`config.mk`:
```
export PLATFORM = sky130hd
export DESIGN_NAME = s_pipenx_vr
export DESIGN_NICKNAME = d
export VERILOG_FILES = /design/src/rtl/s_pipenx_vr.sv
export SDC_FILE = /design/constraint.sdc
export NUM_CORES = 1
export LEC_CHECK = 0
export ABC_AREA = 0
export CORE_MARGIN = 5
export CORE_UTILIZATION = 35
export CTS_CLUSTER_SIZE = 8
export DETAILED_ROUTE_END_ITERATION = 8
export GPL_ROUTABILITY_DRIVEN = 0
export GPL_TIMING_DRIVEN = 0
export PLACE_DENSITY = 0.6
export SKIP_CTS_REPAIR_TIMING = 1
export SLEW_MARGIN = 40
export SYNTH_ARGS = -nofsm -noshare
export SYNTH_HDL_FRONTEND = slang
export SYNTH_SLANG_ARGS = --single-unit
export TNS_END_PERCENT = 30
```
`constraint.sdc`:
```
create_clock -name clk -period 2.8 [get_ports clk]
set_input_delay 0.56 -clock clk [delete_from_list [all_inputs] [get_ports clk]]
set_output_delay 0.56 -clock clk [all_outputs]
set_load 0.005 [all_outputs]
```
`src/rtl/s_pipenx_vr.sv`:
```
// Elastic SIZE-bit delay line of DELAY register stages with valid/ready handshake,
// bubble collapsing, synchronous flush and an occupancy count.
module s_pipenx_vr #(
  parameter int unsigned     SIZE    = 8,
  parameter int unsigned     DELAY   = 3,
  parameter logic [SIZE-1:0] RST_VAL = {SIZE{1'b0}},
  parameter int unsigned     CNTW    = 2
) (
  input  logic            clk,
  input  logic            rst,
  input  logic            flush,
  input  logic            in_vld,
  output logic            in_rdy,
  input  logic [SIZE-1:0] in_dat,
  output logic            out_vld,
  input  logic            out_rdy,
  output logic [SIZE-1:0] out_dat,
  output logic [CNTW-1:0] occ
);

  if (DELAY == 0) begin : g_pass
    // No storage: the handshake passes straight through.
    assign in_rdy  = out_rdy & ~flush;
    assign out_vld = in_vld & ~flush;
    assign out_dat = in_dat;
    assign occ     = '0;
  end else begin : g_pipe
    logic [DELAY-1:0] vld;
    logic [DELAY-1:0] rdy;
    logic [DELAY-1:0] up_vld;
    logic [SIZE-1:0]  dat    [DELAY];
    logic [SIZE-1:0]  up_dat [DELAY];

    // A stage is ready if it or any stage downstream of it is empty, or the consumer pops.
    always_comb begin
      logic acc;
      acc = out_rdy;
      for (int k = int'(DELAY) - 1; k >= 0; k--) begin
        acc    = acc | ~vld[k];
        rdy[k] = acc;
      end
    end

    assign in_rdy = rdy[0] & ~flush;

    always_comb begin
      up_vld[0] = in_vld & in_rdy;
      up_dat[0] = in_dat;
      for (int k = 1; k < int'(DELAY); k++) begin
        up_vld[k] = vld[k-1];
        up_dat[k] = dat[k-1];
      end
    end

    // Flush only clears valids; data registers keep their contents.
    always_ff @(posedge clk) begin
      if (rst) begin
        vld <= '0;
        for (int k = 0; k < int'(DELAY); k++) begin
          dat[k] <= RST_VAL;
        end
      end else if (flush) begin
        vld <= '0;
      end else begin
        for (int k = 0; k < int'(DELAY); k++) begin
          if (rdy[k]) begin
            vld[k] <= up_vld[k];
            if (up_vld[k]) begin
              dat[k] <= up_dat[k];
            end
          end
        end
      end
    end

    always_comb begin
      occ = '0;
      for (int k = 0; k < int'(DELAY); k++) begin
        occ = occ + CNTW'(vld[k]);
      end
    end

    assign out_vld = vld[DELAY-1] & ~flush;
    assign out_dat = dat[DELAY-1];
  end

endmodule

```
==> qor.yml <==
sta:
  holdWs_ps: 544.1
  finalSetupViolations: 0
  fin_ws_ps: 208.3
  timing.fmax_mhz: 385.9
  min_period_ps: 2592
  finalHoldViolations: 0
  rsz0062_at_grt: "no"
  worst_slew_pin_slew_ps: 659.1
  drv_slew: 0
  max_slew_margin_pct: 55.97
  tns_ps: 0
  post-route-period-util_pct: 92.56
  clock_skew_ps: 3.502
power:
  powerDensity_mw_per_mm2: 466.9
  seq_power_share_pct: 61.4
  clockPowerShare_pct: 27.8
  vdd_ir_drop_max_uv: 222.6
  switching_share_pct: 19.42
  p_leak_uw: 0.0005764
  p_switching_uw: 147.7
  combPwrFrac_pct: 10.8
  p_int_uw: 612.9
synth:
  syn_area_per_cell_um2: 15.27
  ys_seq_area_share_pct: 60.88
  ys_ff_latch: 27
  yosysWarnings: 0
  ys_types: 22
  synthCells: 84
  syn_nets: 98
  synthesis.area_mm2: 0.001282
route:
  via_per_inst: 4.513
  ant_nets: 0
  drc: 0
  drtIter0Drc: 25
  vias: 722
  wl_um: 1729
  drtPass1Iterations: 4
  wire_per_inst_um: 10.81
die:
  start_util_pct: 35.57
  core_area_mm2: 0.003606
  dieHeight_um: 70.53
  die-area_mm2: 0.004974
  fp.dieW_um: 70.53
  ios: 25
  placementRows: 22
global_route:
  gr-total-overflow: 0
  antenna_found_initial: 0
  grt_pass1_vias: 698
  grt_max_degree: 16
  grt_pass1_wl_um: 2987
  grt_usage_pct: 7.373
worst_setup_path:
  startpoint: "out_rdy"
  r2r_end: "g_pipe.dat[0][2]"
  crit_required_ps: 2240
  worst_setup_path_start_kind: "input pin"
  worstReg2RegStart: "g_pipe.vld[1]"
  critical_path.max_fanout: 6
  timing.critical_path.to: "in_rdy"
  reg2regPathDepth: 5
  cp.arrival_ps: 2030
  r2r_slack_ps: 1080
  worstSetupPathType: "in -> out"
  worst_setup_path_end_kind: "primary output"
clock_tree:
  htreeDepth: 1
  path_clk_slew_ps: 90
  cts_root_buf: "clkbuf_8"
  cts_num_sinks: 27
  cts_buffers: 3
  clock_latency_ps: 260
  cts_tree: "yes"
  cts_buffer_depth: 2
final_layout:
  final_area_mm2: 0.001629
  multiInputGateArea_um2: 384.1
  num_antenna_cells: 0
  drive_above_1_share_pct: 34.82
  seqCellArea_um2: 780.7
  post-route-util_pct: 45.18
  fillCellCount: 343
  areaGrowthSynthToFinish_pct: 27.02
  fin_nets: 127
placed_design:
  dpl_cell_area_mm2: 0.001583
  hpwlAfterDp_um: 1390
  dp_slack_ps: 189.7
  port_buffers: 24
job:
  cap_violations: 0
worst_hold_path:
  hold_path.class: "reg -> reg"
status:
  status: "finished, final reports clean"
==> per-stage QoR <==
step	instances	total power [µW]
finish	160	760.6
global route	160	793.1
CTS	160	766.8
detailed placement	156	560.5
global placement	156	557.5
floorplan	84	519.3
==> how the worst min path moves through the flow <==
| stage | startpoint | end | cells after the start |
|---|---|---|---|
| 2_1_floorplan | g_pipe.vld[1] | g_pipe.vld[2] | 2 |
| 3_3_place_gp | g_pipe.vld[1] | g_pipe.vld[2] | 2 |
| 3_5_place_dp | g_pipe.vld[1] | g_pipe.vld[2] | 2 |
| 4_1_cts | g_pipe.vld[1] | g_pipe.vld[2] | 2 |
| 5_1_grt | g_pipe.vld[1] | g_pipe.vld[2] | 2 |
| 6_report | g_pipe.vld[1] | g_pipe.vld[2] | 2 |
==> final cells by class <==
| type | instances | area share [%] |
|---|---|---|
| buffer | 13 | 6.528 |
| clock inverter | 1 | 0.3072 |
| multi-input combinational | 41 | 23.58 |
| clock buffer | 3 | 2.535 |
| tap | 48 | 3.687 |
| timing repair buffer | 24 | 14.75 |
| sequential | 27 | 47.93 |
| inverter | 3 | 0.6912 |
==> logic make-up after synthesis <==
group | count (synthesis) | synth area share (%)
AO/OA/AOI/OAI | 32 | 24.59
AND/OR/NAND/NOR | 8 | 3.805
adder cells (fa/ha/maj) | 1 | 1.561
buffers and inverters | 16 | 9.170
flip-flops | 27 | 60.88
==> state kept, by name, summed over array words and instances (netlist names) <==
name / flops
g_pipe.vld: 3
g_pipe.dat: 24
==> layout by cell type (no fill, tap or decap), types with 2 or more instances in the layout <==
cell / instances
a21boi_0: 5
a21boi_2: 20
a21oi_1: 2
buf_4: 9
buf_6: 3
clkbuf_8: 3
clkdlybuf4s50_1: 24
dfxtp_1: 3
edfxtp_1: 24
inv_1: 3
nor2_1: 2
==> per-layer routing <==
| layer | vias to the layer above | global-route usage (%) | wire length [µm] |
|---|---|---|---|
| met2 | 19 | 12.37 | 867 |
| met3 | 2 | 2.557 | 90 |
| met1 | 344 | 9.132 | 757 |
| met4 | 0 | 1.879 | 14 |
| li1 | 357 | - | - |
| met5 | - | 0 | 0 |
==> cells in the mapped netlist (all sizes together) <==
cell type | instances | area (µm²)
a2111o | 1 | 11.26
a21boi | 25 | 262.8
a21o | 1 | 7.510
a21oi | 2 | 10.01
a31o | 1 | 8.760
and3b | 1 | 8.760
buf | 13 | 106.3
dfxtp | 3 | 60.06
edfxtp | 24 | 720.7
fa | 1 | 20.02
inv | 3 | 11.26
nand2 | 1 | 3.750
nand2b | 1 | 6.260
nor2 | 2 | 7.510
nor2b | 1 | 6.260
nor3 | 1 | 5.000
o21a | 1 | 7.510
o21bai | 1 | 7.510
or4 | 1 | 11.26
==> critical path: stages <==
cell	delay, ps
clkdlybuf4s50_1	460
and3b_1	180
buf_6	130
a21oi_1	180
clkdlybuf4s50_1	530
==> power groups by stage <==
| stage | clock (µW) | sequential, µW | combinational, µW |
|---|---|---|---|
| after CTS | 216 | 467 | 84.1 |
| after global placement | 0 | 476 | 81.8 |
| after detailed placement | 0 | 476 | 84.1 |
| final | 211 | 467 | 82.5 |
| after floorplan | 0 | 475 | 44.6 |
| after global routing | 234 | 469 | 89.3 |
Power figures use the tool's default switching activity.
==> variant 1 (same settings) <==
`SIZE`: 8 -> 16.
--- a/src/rtl/s_pipenx_vr.sv
+++ b/src/rtl/s_pipenx_vr.sv
@@ -2,5 +2,5 @@
 // bubble collapsing, synchronous flush and an occupancy count.
 module s_pipenx_vr #(
-  parameter int unsigned     SIZE    = 8,
+  parameter int unsigned     SIZE    = 16,
   parameter int unsigned     DELAY   = 3,
   parameter logic [SIZE-1:0] RST_VAL = {SIZE{1'b0}},
Ports: changed (resized in_dat and out_dat); port bits go from 25 to 41. No check against the original RTL was run, so the function may have changed too.
==> variant 1 against the unedited design <==
Sequential cell count grew 24; combinational power up 70%; via count grew 65%; first-iteration DRC count grew to 2.8 times the old value; die area rose by 67%; total power rose by 87%; synthesized cell count up 74%; global-route usage rose by 1.2 points; wire length increased by 97%; setup slack worse by 0.041 ns; area after synthesis increased by 79%; worst hold slack lost 0.014 ns; final area up 77%; sequential share of layout area grew 4.2 points; critical path type unchanged.
==> variant 1: results (changes against the unedited design) <==
| Metric | Value |
|---|---|
| CTS H-Tree Depth | 2 (was 1) |
| Setup tns final | 0 ns (unchanged) |
| Syn_nets | 168 (was 98) |
| Status | finished, final reports clean (unchanged) |
| Hold Crit Class | flop to flop (unchanged) |
| Worst hold path endpoint | g_pipe.vld[2]$_SDFFE_PP0P_ (unchanged) |
| Final worst slack | 0.1674 ns (was 0.2083 ns) |
| Overall routed net length | 3400 um (was 1729 um) |
| Skew-Pair Late Insertion Delay | 0.29 ns (was 0.26 ns) |
| Proportion of layout cells with a drive suffix above 1 | 27.84% (was 34.82%) |
| Worst R2R Start | g_pipe.vld[2]$_SDFFE_PP0P_ (was g_pipe.vld[1]$_SDFFE_PP0P_) |
| Design area | 2879 um2 (was 1629 um2) |
| DR WL/cell | 12.55 um (was 10.81 um) |
| FFs w/ async S/R, synth | 0% (unchanged) |
| Diode count | 0 (unchanged) |
| HPWL after detailed placement | 2611 um (was 1390 um) |
| Vias | 1188 (was 722) |
| Slowest stage delay, CP | 0.54 ns |
| Overall global routing resource usage | 8.595% (was 7.373%) |
| Gate Count Post-Synth | 146 (was 84) |
| Initial DRC Count | 69 (was 25) |
| Synth top cells by count | 48 x edfxtp_1, 29 x a21boi_0, 20 x a21boi_2 (was 24 x edfxtp_1, 20 x a21boi_2, 9 x buf_4) |
| Critical Path AT | 2.07 ns (was 2.03 ns) |
| Layout fillers | 551 (was 343) |
| Post-Synth XOR/XNOR Area | 0% (unchanged) |
| Sequential element share of the synthesized area | 65.36% (was 60.88%) |
| Leak | 1.023 nW (was 0.5764 nW) |
| Top Registers | g_pipe.dat x48, g_pipe.vld x3 (was g_pipe.dat x24, g_pipe.vld x3) |
| Clock Skews | 0.004299 ns (was 0.003502 ns) |
| Final Net Count | 215 (was 127) |
| Post-synthesis cell type count | 24 (was 22) |
| Worst R2R Setup Slack | 1.02 ns (was 1.08 ns) |
| Post-Place Setup Slack | 0.1555 ns (was 0.1897 ns) |
| Port-buffer cells | 40 (was 24) |
| Post-synthesis mux area share | 0% (unchanged) |
| Synth Area in Compound Gates | 21.57% (was 24.59%) |
| Global-route wire length before repair | 5678 um (was 2987 um) |
| VDD IR max | 0.2446 mV (was 0.2226 mV) |
| Synth Area in Adders | 0.8715% (was 1.561%) |
| Largest net degree at the start of global routing | 17 (was 16) |
| Placed insts | 263 (was 156) |
| CTS buffer count | 5 (was 3) |
| Hold Slack | 0.5300 ns (was 0.5441 ns) |
| Length in cells of the worst reg-to-reg path | 4 (was 5) |
| Reg-to-Reg End | g_pipe.dat[0][8]$_SDFFCE_PN0P_ (was g_pipe.dat[0][2]$_SDFFCE_PN0P_) |
| Area contributors post-synth | edfxtp_1 63%, a21boi_2 9.8%, a21boi_0 9.5% (was edfxtp_1 56%, a21boi_2 18%, buf_4 5.3%) |
| Slew @ Worst Pin | 0.8035 ns (was 0.6591 ns) |
| Clock Path Buffers | 2 (unchanged) |
| Placed Instance Area | 2798 um2 (was 1583 um2) |
| EDFF count, synth | 48 (was 24) |
## variant 1: power by group
group | internal [W] | total (W) | leakage [nW] | switching [W]
Sequential | 0.000879 | 0.000891 | 0.526 | 0.0000111
Combinational | 0.0000883 | 0.000140 | 0.455 | 0.0000521
Clock | 0.000176 | 0.000389 | 0.0422 | 0.000213
Total | 0.00114 | 0.00142 | 1.02 | 0.000276
## variant 1: routing by layer
layer  vias to the layer above  GRT usage [%]  part of all wire (%)
met2                        28          15.69                    53
li1                        615              -                     -
met3                         6          3.223                   6.0
met1                       539          9.168                    40
met5                         -              0                     0
met4                         0          2.567                   1.3
## variant 1: area by class of cell
cell class              count  area share, %
flip-flops and latches     51          52.15
multi-input cells          65          19.73
repair buffers             40          13.91
plain buffers              27          7.649
well taps                  77          3.346
clock buffers               7          2.651
inverters                   3         0.3911
clock inverters             1         0.1738
## variant 1: critical path, delay by kind of cell
family          cells  cell delay [ns]
compound gates      1             0.20
simple gates        1             0.18
buf+inv             3             1.14
==> variant 2 (config.mk and constraints unchanged) <==
Made on the original files. Reset style: asynchronous (`rst`), changed in one clocked block.
--- a/src/rtl/s_pipenx_vr.sv
+++ b/src/rtl/s_pipenx_vr.sv
@@ -54,5 +54,5 @@
 
     // Flush only clears valids; data registers keep their contents.
-    always_ff @(posedge clk) begin
+    always_ff @(posedge clk or posedge rst) begin
       if (rst) begin
         vld <= '0;
Formal check against the unedited RTL: differs if rst is asserted again (counterexample within 4 cycles, from zero or initial values and one cycle with rst high); with rst held inactive, the same outputs for 10 cycles.
==> variant 2 against the unedited design <==
Maximum frequency increased by 5.4%; clock skew increased by 0.0055 ns; sequential cell count unchanged; final area fell by 8.6%; die area decreased by 7.9%; wire length rose by 2.1%; area after synthesis down 9.2%; setup slack improved by 0.13 ns; non-clock buffer count is 3 lower; critical endpoint unchanged.
Power is not compared: it rests on default switching activity, and its combinational part moved more than twofold at a synthesized area within 25%.
==> variant 2: results (changes against the unedited design) <==
| Metric | Value |
|---|---|
| Synth Cell Area | 1165 um2 (was 1282 um2) |
| Proportion of layout cells with a drive suffix above 1 | 37.14% (was 34.82%) |
| Final Net Count | 120 (was 127) |
| Overall global routing resource usage | 8.776% (was 7.373%) |
| Post-Place Setup Slack | 0.3403 ns (was 0.1897 ns) |
| Hold depth | 1 (was 2) |
| Clock-pin transition on the worst setup and hold timing paths | 0.14 ns (was 0.09 ns) |
| GR Util met2 | 13.97% (was 12.37%) |
| Status | finished, final reports clean (unchanged) |
| Synth Flop Type | dfrtp_1 (was edfxtp_1) |
| Placed Instance Area | 1463 um2 (was 1583 um2) |
| Syn_nets | 91 (was 98) |
| Met2 Wirelength | 864 um (was 867 um) |
| Overall routed net length | 1766 um (was 1729 um) |
| FFs w/ async S/R, synth | 100.0% (was 0%) |
| Vias | 651 (was 722) |
| Peak Freq | 0.4068 GHz (was 0.3859 GHz) |
| Skew-Pair Late Insertion Delay | 0.32 ns (was 0.26 ns) |
| Length in cells of the worst reg-to-reg path | 4 (was 5) |
| Area contributors post-synth | dfrtp_1 58%, mux2_2 15%, mux2_4 10% (was edfxtp_1 56%, a21boi_2 18%, buf_4 5.3%) |
| DR WL met3 | 70 um (was 90 um) |
| Vias in the first global route | 660 (was 698) |
| Routing usage on met1 | 10.93% (was 9.132%) |
| Worst R2R Start | g_pipe.vld[2]$_DFFE_PP0P_ (was g_pipe.vld[1]$_SDFFE_PP0P_) |
| Hold path startpoint | g_pipe.dat[11]$_DFFE_PP0P_ (was g_pipe.vld[1]$_SDFFE_PP0P_) |
| HPWL after detailed placement | 1242 um (was 1390 um) |
| Reg-to-Reg End | out_dat[5]$_DFFE_PP0P_ (was g_pipe.dat[0][2]$_SDFFCE_PN0P_) |
| Worst R2R Setup Slack | 1.29 ns (was 1.08 ns) |
| Met1 WL | 815 um (was 757 um) |
| Initial DRC Count | 17 (was 25) |
| Overall Power | about 0.0010 W |
| Global-route wire length before repair | 2960 um (was 2987 um) |
| Met3 Resource Use GR | 2.163% (was 2.557%) |
| Synth top cells by count | 27 x dfrtp_1, 16 x mux2_2, 8 x buf_4, 8 x mux2_4 (was 24 x edfxtp_1, 20 x a21boi_2, 9 x buf_4) |
## variant 2: through the flow
step | hold slack [ns] | util (%) | instances
floorplan | 0.4749 | - | 77
global placement | 0.4824 | 44.53 | 147
detailed placement | 0.4873 | 44.53 | 147
CTS | 0.5197 | 45.33 | 151
global route | 0.5391 | 45.33 | 151
finish | 0.5125 | 45.33 | 151
## variant 2: kinds of logic (layout without fill, tap and decap cells)
| group | Yosys count | count (layout) | synth area share, % |
|---|---|---|---|
| flops | 27 | 27 | 58.00 |
| fa+ha+maj | 1 | 1 | 1.719 |
| buf+inv | 13 | 41 | 7.518 |
| mux | 24 | 24 | 25.78 |
| compound gates | 3 | 3 | 1.611 |
| simple gates | 9 | 9 | 5.371 |
## variant 2: final cells by class
class | instances | area share [%]
Buffer | 10 | 5.126
Clock buffer | 4 | 1.765
Inverter | 3 | 0.7563
Multi-Input combinational cell | 37 | 26.97
Sequential cell | 27 | 45.38
Tap cell | 46 | 3.866
Timing Repair Buffer | 24 | 16.13
